## src/rtl/apb_uart_tx_arbiter_pkg.sv

```systemverilog
// Shared SoC config for the UART TX arbiter: APB master state encodings and UART port map.
// Latency: n/a (types, constants and elaboration-time helpers only).
// Backpressure: n/a.
package apb_uart_tx_arbiter_pkg;

  // APB master phases. IDLE is the only phase in which a byte may be accepted.
  typedef enum logic [1:0] {
    ST_IDLE   = 2'd0,
    ST_SETUP  = 2'd1,
    ST_ACCESS = 2'd2
  } apb_state_t;

  // UART register map as seen on the APB bus.
  localparam logic [1:0] UART_ADDR_WR = 2'd0;
  localparam logic [1:0] UART_ADDR_RD = 2'd1;

  // Width of the externally visible owner index.
  localparam int OWNER_W = 3;

  // Index width for a vector of n requesters; never narrower than one bit.
  function automatic int idx_width(input int n);
    return (n > 1) ? $clog2(n) : 1;
  endfunction

endpackage

```

## src/rtl/apb_uart_tx_arbiter_rr_arbiter.sv

```systemverilog
// Round-robin pick: first eligible requester at or after ptr, wrapping modulo N_REQ.
// Latency: purely combinational, grant is valid in the same cycle as the request vector.
// Backpressure: none; the caller decides whether the grant is consumed.
module rr_arbiter
  import apb_uart_tx_arbiter_pkg::*;
#(
  parameter int N_REQ = 4,
  parameter int IDX_W = idx_width(N_REQ)
) (
  input  logic [N_REQ-1:0] req,
  input  logic [IDX_W-1:0] ptr,
  input  logic [N_REQ-1:0] mask,
  output logic [N_REQ-1:0] grant,
  output logic [IDX_W-1:0] index,
  output logic             found
);

  logic [N_REQ-1:0] eligible;
  logic [IDX_W:0]   pos;

  // Only requesters allowed by the mask (the lock owner, or everyone) compete.
  assign eligible = req & mask;

  // Walk from ptr upward with wrap; the first eligible slot wins and later slots are ignored.
  always_comb begin
    grant = '0;
    index = '0;
    found = 1'b0;
    pos   = '0;
    for (int k = 0; k < N_REQ; k++) begin
      pos = {1'b0, ptr} + (IDX_W+1)'(k);
      if (pos >= (IDX_W+1)'(N_REQ)) begin
        pos = pos - (IDX_W+1)'(N_REQ);
      end
      if (!found && eligible[pos[IDX_W-1:0]]) begin
        found                  = 1'b1;
        grant[pos[IDX_W-1:0]]  = 1'b1;
        index                  = pos[IDX_W-1:0];
      end
    end
  end

endmodule

```

## src/rtl/apb_uart_tx_arbiter.sv

```systemverilog
// Arbitrates byte requesters onto one APB write port of a UART TX FIFO, with per-message lock.
// Latency: byte accepted in IDLE, SETUP next cycle, ACCESS after that; minimum 3 cycles per byte.
// Backpressure: M_PREADY low holds ACCESS indefinitely; no req_ready is issued outside IDLE.
module apb_uart_tx_arbiter
  import apb_uart_tx_arbiter_pkg::*;
#(
  parameter int N_REQ     = 4,
  parameter int BUS_WIDTH = 16,
  parameter int TIMEOUT   = 255
) (
  input  logic                 clk,
  input  logic                 reset,
  input  logic [N_REQ-1:0]     req_valid,
  input  logic [8*N_REQ-1:0]   req_data,
  input  logic [N_REQ-1:0]     req_last,
  output logic [N_REQ-1:0]     req_ready,
  output logic [1:0]           M_PADDR,
  output logic                 M_PWRITE,
  output logic                 M_PSELx,
  output logic                 M_PENABLE,
  output logic [BUS_WIDTH-1:0] M_PWDATA,
  input  logic                 M_PREADY,
  output logic                 busy,
  output logic [OWNER_W-1:0]   owner
);

  localparam int IDX_W = idx_width(N_REQ);
  localparam int CNT_W = $clog2(TIMEOUT + 1);

  apb_state_t        state_q;
  apb_state_t        state_d;
  logic [IDX_W-1:0]  ptr_q;
  logic              locked_q;
  logic [IDX_W-1:0]  owner_q;
  logic [7:0]        data_q;
  logic              last_q;
  logic [CNT_W-1:0]  idle_cnt_q;

  logic [N_REQ-1:0]  lock_mask;
  logic [N_REQ-1:0]  arb_grant;
  logic [IDX_W-1:0]  arb_index;
  logic              arb_found;
  logic [7:0]        sel_data;
  logic              sel_last;
  logic              take;
  logic              xfer_done;
  logic              owner_stalled;

  // While a message is locked, only its owner may compete; otherwise everyone may.
  assign lock_mask = locked_q ? (N_REQ'(1) << owner_q) : {N_REQ{1'b1}};

  rr_arbiter #(
    .N_REQ (N_REQ),
    .IDX_W (IDX_W)
  ) u_rr (
    .req   (req_valid),
    .ptr   (ptr_q),
    .mask  (lock_mask),
    .grant (arb_grant),
    .index (arb_index),
    .found (arb_found)
  );

  // A byte is taken only in IDLE; reset suppresses the handshake so nothing is half-accepted.
  assign take      = (state_q == ST_IDLE) && arb_found && !reset;
  assign xfer_done = (state_q == ST_ACCESS) && M_PREADY;

  // Owner holds the lock but has nothing to send while the bus is free.
  assign owner_stalled = locked_q && (state_q == ST_IDLE) && !req_valid[owner_q];

  // Steer the winner's byte and last flag through a one-hot mux.
  always_comb begin
    sel_data = '0;
    sel_last = 1'b0;
    for (int i = 0; i < N_REQ; i++) begin
      if (arb_grant[i]) begin
        sel_data = req_data[8*i +: 8];
        sel_last = req_last[i];
      end
    end
  end

  // APB phase register.
  always_ff @(posedge clk) begin
    if (reset) begin
      state_q <= ST_IDLE;
    end else begin
      state_q <= state_d;
    end
  end

  // Next phase plus every bus-facing output; APB signals depend on the phase only.
  always_comb begin
    state_d   = state_q;
    req_ready = '0;
    M_PSELx   = 1'b0;
    M_PENABLE = 1'b0;
    M_PWRITE  = 1'b0;
    M_PADDR   = 2'b00;
    M_PWDATA  = '0;
    case (state_q)
      ST_IDLE: begin
        if (take) begin
          req_ready = arb_grant;
          state_d   = ST_SETUP;
        end
      end
      ST_SETUP: begin
        M_PSELx  = 1'b1;
        M_PWRITE = 1'b1;
        M_PADDR  = UART_ADDR_WR;
        M_PWDATA = BUS_WIDTH'(data_q);
        state_d  = ST_ACCESS;
      end
      ST_ACCESS: begin
        M_PSELx   = 1'b1;
        M_PENABLE = 1'b1;
        M_PWRITE  = 1'b1;
        M_PADDR   = UART_ADDR_WR;
        M_PWDATA  = BUS_WIDTH'(data_q);
        if (M_PREADY) begin
          state_d = ST_IDLE;
        end
      end
      default: begin
        state_d = ST_IDLE;
      end
    endcase
  end

  // Capture the accepted byte; reset discards it so an interrupted transfer is never replayed.
  always_ff @(posedge clk) begin
    if (reset) begin
      data_q <= '0;
      last_q <= 1'b0;
    end else if (take) begin
      data_q <= sel_data;
      last_q <= sel_last;
    end
  end

  // Fairness pointer, lock ownership and the owner-idle timeout.
  always_ff @(posedge clk) begin
    if (reset) begin
      ptr_q      <= '0;
      locked_q   <= 1'b0;
      owner_q    <= '0;
      idle_cnt_q <= '0;
    end else begin
      if (take) begin
        owner_q <= arb_index;
        if (arb_index == IDX_W'(N_REQ - 1)) begin
          ptr_q <= '0;
        end else begin
          ptr_q <= arb_index + 1'b1;
        end
        // A multi-byte message claims the port until its last byte has gone out.
        if (!locked_q && !sel_last) begin
          locked_q <= 1'b1;
        end
      end

      // Lock ends when the last byte actually lands in the UART, not when it is accepted.
      if (xfer_done && last_q) begin
        locked_q <= 1'b0;
      end

      // An owner that stays silent too long forfeits the port so others are not starved.
      if (owner_stalled) begin
        if (idle_cnt_q == CNT_W'(TIMEOUT - 1)) begin
          locked_q   <= 1'b0;
          idle_cnt_q <= '0;
        end else begin
          idle_cnt_q <= idle_cnt_q + 1'b1;
        end
      end else begin
        idle_cnt_q <= '0;
      end
    end
  end

  assign busy  = locked_q || (state_q != ST_IDLE);
  assign owner = OWNER_W'(owner_q);

endmodule

```

## config.mk

```make
export PLATFORM = sky130hd
export DESIGN_NAME = apb_uart_tx_arbiter
export DESIGN_NICKNAME = d
export VERILOG_FILES = /design/src/rtl/apb_uart_tx_arbiter_pkg.sv /design/src/rtl/apb_uart_tx_arbiter_rr_arbiter.sv /design/src/rtl/apb_uart_tx_arbiter.sv
export SDC_FILE = /design/constraint.sdc
export NUM_CORES = 1
export LEC_CHECK = 0
export BUFFER_PORTS_ARGS = -buffer_cell sky130_fd_sc_hd__buf_2
export CAP_MARGIN = 25
export CORE_MARGIN = 2
export CORE_UTILIZATION = 51
export DETAILED_ROUTE_END_ITERATION = 8
export PLACE_DENSITY_LB_ADDON = 0.12
export SETUP_SLACK_MARGIN = 0.4
export SYNTH_ARGS = -nofsm -noshare
export SYNTH_HDL_FRONTEND = slang
export SYNTH_HIERARCHICAL = 1
export SYNTH_SLANG_ARGS = --single-unit
```

## constraint.sdc

```tcl
create_clock -name clk -period 4.7 [get_ports clk]
set_input_delay 0.705 -clock clk [delete_from_list [all_inputs] [get_ports clk]]
set_output_delay 0.705 -clock clk [all_outputs]
set_load 0.05 [all_outputs]
```

==> results of run 1 <==
==> logic make-up after synthesis <==
group | count (synthesis) | share of synthesized area
AO/OA/AOI/OAI | 72 | 0.221
multiplexers | 9 | 0.0702
buffers and inverters | 43 | 0.110
adder cells (fa/ha/maj) | 15 | 0.0863
AND/OR/NAND/NOR | 110 | 0.265
XOR/XNOR | 6 | 0.0242
other | 1 | 0.00172
flip-flops | 24 | 0.221
==> stage by stage <==
stage / instances / worst slack (ps) / util / total power (uW)
3_3_place_gp: 378 / 813 / 0.604 / 1770
6_report: 381 / 618 / 0.616 / 1910
2_1_floorplan: 290 / 1020 / - / 1500
3_5_place_dp: 378 / 770 / 0.604 / 1780
5_1_grt: 381 / 430 / 0.616 / 2060
4_1_cts: 381 / 462 / 0.614 / 1900
==> Yosys cell counts, types with 2 or more instances <==
library cell / instances
dfxtp_1: 24
o211ai_1: 4
nand3b_4: 2
xnor2_1: 4
a21oi_1: 23
nor3_1: 15
buf_2: 8
nand3_1: 9
buf_4: 14
inv_1: 15
nor2_1: 29
clkbuf_1: 2
a311oi_1: 4
mux2i_1: 4
xor2_1: 2
buf_6: 2
and2_1: 16
o21ai_0: 17
o31ai_1: 3
a22o_1: 2
ha_1: 15
a221oi_1: 7
mux4_2: 5
and3_1: 3
a31oi_1: 2
nand4_1: 2
nand2_1: 23
==> state kept, by name, summed over array words and instances, names as in the netlist <==
| name | flops |
|---|---|
| locked_q | 1 |
| data_q | 8 |
| idle_cnt_q | 8 |
| ptr_q | 2 |
| owner_q | 2 |
| state_q | 2 |
| last_q | 1 |
==> layout make-up <==
| type | count | area share |
|---|---|---|
| multi-input combinational | 223 | 0.606 |
| clock buffer | 3 | 0.0165 |
| sequential | 24 | 0.193 |
| tap | 50 | 0.0250 |
| inverter | 16 | 0.0240 |
| timing repair buffer | 65 | 0.135 |
==> layout by cell type, fill, tap and decap left out, types with 3 or more instances in the layout <==
master / instances
buf_2: 60
nor2_1: 29
nand2_1: 23
a21oi_1: 23
dfxtp_1: 23
o21ai_0: 17
and2_1: 16
inv_1: 15
nor3_1: 15
ha_1: 15
conb_1: 11
nand3_1: 9
a221oi_1: 7
buf_4: 5
mux4_2: 5
mux2i_1: 4
xnor2_1: 4
o211ai_1: 4
clkbuf_8: 3
and3_1: 3
a311oi_2: 3
==> worst max-delay path, delay by kind of cell, from the launching register on <==
kind | cells | cell delay, ps
AND/OR/NAND/NOR | 4 | 1130
multiplexers | 1 | 620
adder cells (fa/ha/maj) | 1 | 530
flip-flops | 1 | 480
buffers and inverters | 2 | 340
==> worst max path at each step <==
stage	endpoint	slack, ps	cells past startpoint
4_1_cts	req_ready[1]	460	8
5_1_grt	req_ready[0]	430	8
3_3_place_gp	req_ready[1]	810	8
6_report	req_ready[1]	620	8
2_1_floorplan	req_ready[0]	1020	8
3_5_place_dp	req_ready[1]	770	8
==> power breakdown <==
group | leakage, uW | internal [uW] | switching (uW)
Sequential | 0.000197 | 260 | 44.1
Clock | 0.0000216 | 57.2 | 60.7
Combinational | 0.000902 | 514 | 970
==> per-layer routing <==
metal | GRT usage | routed length (um) | part of all wire | vias to the layer above
met5 | 0 | 0 | 0 | -
met4 | 0.0523 | 48 | 0.0092 | 0
met3 | 0.0145 | 186 | 0.036 | 6
met2 | 0.331 | 2520 | 0.48 | 58
met1 | 0.292 | 2450 | 0.47 | 972
li1 | - | - | - | 1082
==> timing repair <==
item | in CTS | in global routing
gates resized for setup | 0 | 2
setup buffers | 0 | 0
setup endpoints to repair | 0 | 4
==> impl_metrics.csv, run 1 <==
group,metric,value,unit
floorplanning,die_area,4800,um2
timing,setup_viol_count_final,0,
floorplanning,die_h,69.3,um
global_routing,grt_max_degree,20,
setup_path,critical_path_class,"reg -> out",
detailed_routing,ant_nets,0,
timing,hold_viol_final,0,
timing,rsz0062_at_grt,"no",
synth,yosys-top-cells-area,"dfxtp_1 22%, ha_1 8.6%, a21oi_1 5.3%",
setup_path,ff2ff_setup_slack,1160,ps
synth,synthCells,280,
setup_path,cp-end-kind,"output pin",
synth,synth_top_area_share,0.221,
detailed_routing,drt_iter0_markers,213,
global_routing,grt_usage,0.204,
setup_path,arrival,3380,ps
floorplanning,die_x,69.3,um
synth,synth-seq-area-share,0.221,
synth,synth_area,2170,um2
setup_path,r2r_start,"owner_q[0]",
place,hpwlAfterDp,4060,um
synth,avgSynthCellArea,7.77,um2
floorplanning,fp-row-count,23,
clocking,cts_tree,"done",
synth,synth_cell_type_count,51,
power_and_ir_drop,powerDensity,763,nW/um2
detailed_routing,vias_per_cell,5.56,
power_and_ir_drop,p_leak,0.00112,uW
synth,ys_ff_latch,24,
timing,relSlewSlack,0.559,
clocking,postCtsHoldBufs,0,
final_layout,insertedDiodeCount,0,
place,place_area,2450,um2
setup_path,crit_start,"ptr_q[1]",
clocking,cts_sinks,24,
global_routing,grt_overflow,0,
timing,min_period,4080,ps
synth,synth_flop_cell,"dfxtp_1",
floorplanning,ioPinCount,72,
detailed_routing,dr_total_vias,2118,
run_status,status,"completed",
setup_path,rr_worst_depth,11,
final_layout,nNetsFinal,391,
min_path,min_path_cells,1,
setup_path,worstPathMaxFanout,14,
place,port_buffers,60,
setup_path,crit_slowest_cell,"mux4_2",
timing,fin_skew,5.67,ps
place,gp_congestion,0.970,
final_layout,multi_input_area,1520,um2
clocking,numCtsBuffers,3,
power_and_ir_drop,worst_ir_drop_vdd,0.545,mV
setup_path,reg2reg_to,"locked_q",
global_routing,grt_pass1_vias,1760,
detailed_routing,drc,0,
timing,fmax,245,MHz
floorplanning,initial_core_util,0.536,
final_layout,syn_to_final_growth,14.9,%
synth,synth-edff-count,0,
final_layout,final_area,2500,um2
floorplanning,core_area,4060,um2
synth,synth_largest_area_cell,"dfxtp_1",
setup_path,slowest_delay,620,ps
detailed_routing,drt-total-wl,5200,um
min_path,hold_end,"idle_cnt_q[0]",
min_path,worstHoldStart,"idle_cnt_q[0]",
timing,hold-worst-slack,474,ps
timing,timing.final.crit_share,0.868,
clocking,cts.htree.levels,1,
synth,synth_warnings,6,
timing,drv_slew,0,
min_path,hold_path_class,"reg -> reg",
clocking,ctsRootBufferMaster,"clkbuf_8",
final_layout,drive_gt1_frac,0.266,
setup_path,startpoint_type,"flip-flop",
setup_path,path_cells,"inv_2, ha_1, mux4_2, or4_1, nand2_2, nor2_1, and2_1, buf_2",
final_layout,ff_latch_area,482,um2
run,drv_cap,0,
synth,synthArstFlopShare,0,
detailed_routing,wl_per_cell,13.6,um
global_routing,grt_pass1_wl,8180,um
final_layout,nFillCells,372,
clocking,insertion_delay,260,ps
timing,worst-slew-pin-transition,661,ps
clocking,path_clk_slew,80,ps
global_routing,antenna_found_initial,0,
setup_path,crit_required,3990,ps
clocking,clk_path_buf_depth,2,
timing,setup_tns,0,ps
detailed_routing,firstDrtPassIters,4,
No activity file was read; power rests on OpenSTA's default activity.
==> inputs of run 2 (changes only) <==
CORE_ASPECT_RATIO = 0.5   (was unset)
==> run 2 against run 1 <==
Compared with the run above: cell area grew 0.80%; count of clock-buffer cells in the layout increased by 1; final cell count is 1.6% higher; routed wire length is 0.50% lower; via count shrank 0.19%; first-iteration DRC count is 52% lower; core utilization is 1.3 points higher; sequential share of layout area decreased by 0.20 points.
==> impl_metrics.csv, run 2 (synthesis gave the netlist of run 1 again) <==
group,metric,value,unit
run_status,status,"completed",
detailed_routing,ant_nets,0,
detailed_routing,drc,0,
floorplanning,die_x,96.3,um
final_layout,syn_to_final_growth,15.8,%
setup_path,critical_path_class,"reg -> out",
timing,setup_tns,0,ps
place,port_buffers,60,
clocking,postCtsHoldBufs,0,
power_and_ir_drop,p_leak,0.00113,uW
floorplanning,die_h,50.2,um
global_routing,grt_pass1_vias,1929,
setup_path,cp-end-kind,"output pin",
setup_path,slowest_delay,620,ps
clocking,numCtsBuffers,3,
run,drv_cap,0,
power_and_ir_drop,worst_ir_drop_vdd,0.404,mV
detailed_routing,wl_per_cell,13.4,um
floorplanning,die_area,4830,um2
clocking,cts_tree,"done",
global_routing,grt_pass1_wl,8530,um
global_routing,antenna_found_initial,0,
timing,setup_viol_count_final,0,
final_layout,drive_gt1_frac,0.264,
floorplanning,initial_core_util,0.543,
power_and_ir_drop,powerDensity,760,nW/um2
place,gp_congestion,0.893,
place,hpwlAfterDp,3990,um
clocking,path_clk_slew,80,ps
global_routing,grt_usage,0.217,
clocking,ctsRootBufferMaster,"clkbuf_8",
clocking,cts.htree.levels,1,
timing,timing.final.crit_share,0.876,
timing,rsz0062_at_grt,"no",
timing,drv_slew,0,
timing,worst-slew-pin-transition,616,ps
detailed_routing,drt-total-wl,5170,um
clocking,cts_setup_buffers,0,
final_layout,nNetsFinal,392,
setup_path,worstPathMaxFanout,14,
floorplanning,core_area,4000,um2
detailed_routing,dr_total_vias,2114,
global_routing,grt_overflow,0,
detailed_routing,vias_per_cell,5.46,
final_layout,final_cell_mix,"60 x buf_2, 29 x nor2_1, 24 x dfxtp_1",
final_layout,insertedDiodeCount,0,
setup_path,arrival,3410,ps
min_path,hold_path_class,"reg -> reg",
setup_path,crit_slowest_cell,"dfxtp_1",
detailed_routing,drt_iter0_markers,102,
timing,relSlewSlack,0.587,
timing,min_period,4120,ps
clocking,cts_sinks,24,
setup_path,startpoint_type,"flip-flop",
clocking,insertion_delay,260,ps
floorplanning,ioPinCount,72,
clocking,clk_path_buf_depth,2,
final_layout,final_util,0.629,
detailed_routing,firstDrtPassIters,4,
setup_path,crit_required,3990,ps
clocking,postCtsResizedCells,0,
final_layout,mostFrequentLayoutCell,"buf_2",
timing,hold_viol_final,0,
setup_path,path_cells,"inv_2, ha_1, mux4_2, or4_1, nand2_2, nor2_1, and2_1, buf_2",
floorplanning,fp-row-count,16,
timing,fin_skew,1.88,ps
final_layout,reg.largest.list,"data_q (8), idle_cnt_q (8)",
global_routing,grt_max_degree,20,
timing,fmax,243,MHz
==> run 2: cell types whose count changed in the layout (fill, tap and decap cells not counted) <==
cell / change
o31ai_1: +1
clkbuf_8: +1
dfxtp_1: +1
buf_4: +1
dfxtp_2: -1
o31ai_2: -1
==> run 2: through the flow <==
stage / cells / cell area (um2) / hold WS [ps] / setup WS [ps] / total power, uW
finish: 387 / 2520 / 469 / 583 / 1910
global route: 387 / 2520 / 515 / 407 / 2090
CTS: 387 / 2520 / 474 / 564 / 1910
detailed placement: 383 / 2460 / 456 / 865 / 1770
global placement: 383 / 2460 / 447 / 985 / 1750
floorplan: 290 / 2210 / 430 / 1020 / 1500
==> run 2: per-layer routing <==
metal	part of all wire	GRT usage	up-vias
met5	0	0	-
met4	0.0044	0.00704	0
met3	0.050	0.0450	4
met2	0.48	0.381	63
met1	0.46	0.293	962
li1	-	-	1085
==> run 2: power by group <==
group	total, uW	internal [uW]	leakage [uW]	switching (uW)
sequential	302	259	0.000197	43.2
combinational	1470	521	0.000905	953
clock	138	74.7	0.0000288	62.9
==> run 2: path summary, 6_finish.rpt <==
path / start / end / slack [ps] / cells past startpoint
max: ptr_q[1] / req_ready[1] / 580 / 8
min reg2reg: idle_cnt_q[0] / idle_cnt_q[0] / 470 / 1
max reg2reg: ptr_q[1] / locked_q / 1410 / 10
min: idle_cnt_q[0] / idle_cnt_q[0] / 470 / 1
==> run 2: area by class of cell <==
| type | count | area (um2) |
|---|---|---|
| inverters | 16 | 60.1 |
| fillers | 337 | 1490 |
| well taps | 54 | 67.6 |
| repair buffers | 66 | 345 |
| clock buffers | 4 | 55.1 |
| multi-input cells | 223 | 1510 |
| flip-flops and latches | 24 | 480 |
==> run 2: worst max-delay path, delay by kind of cell (launching register included) <==
family / cells / cell delay, ps
buffers and inverters: 2 / 390
muxes: 1 / 620
adders and majority gates: 1 / 540
and+or+nand+nor: 4 / 980
DFF: 1 / 620
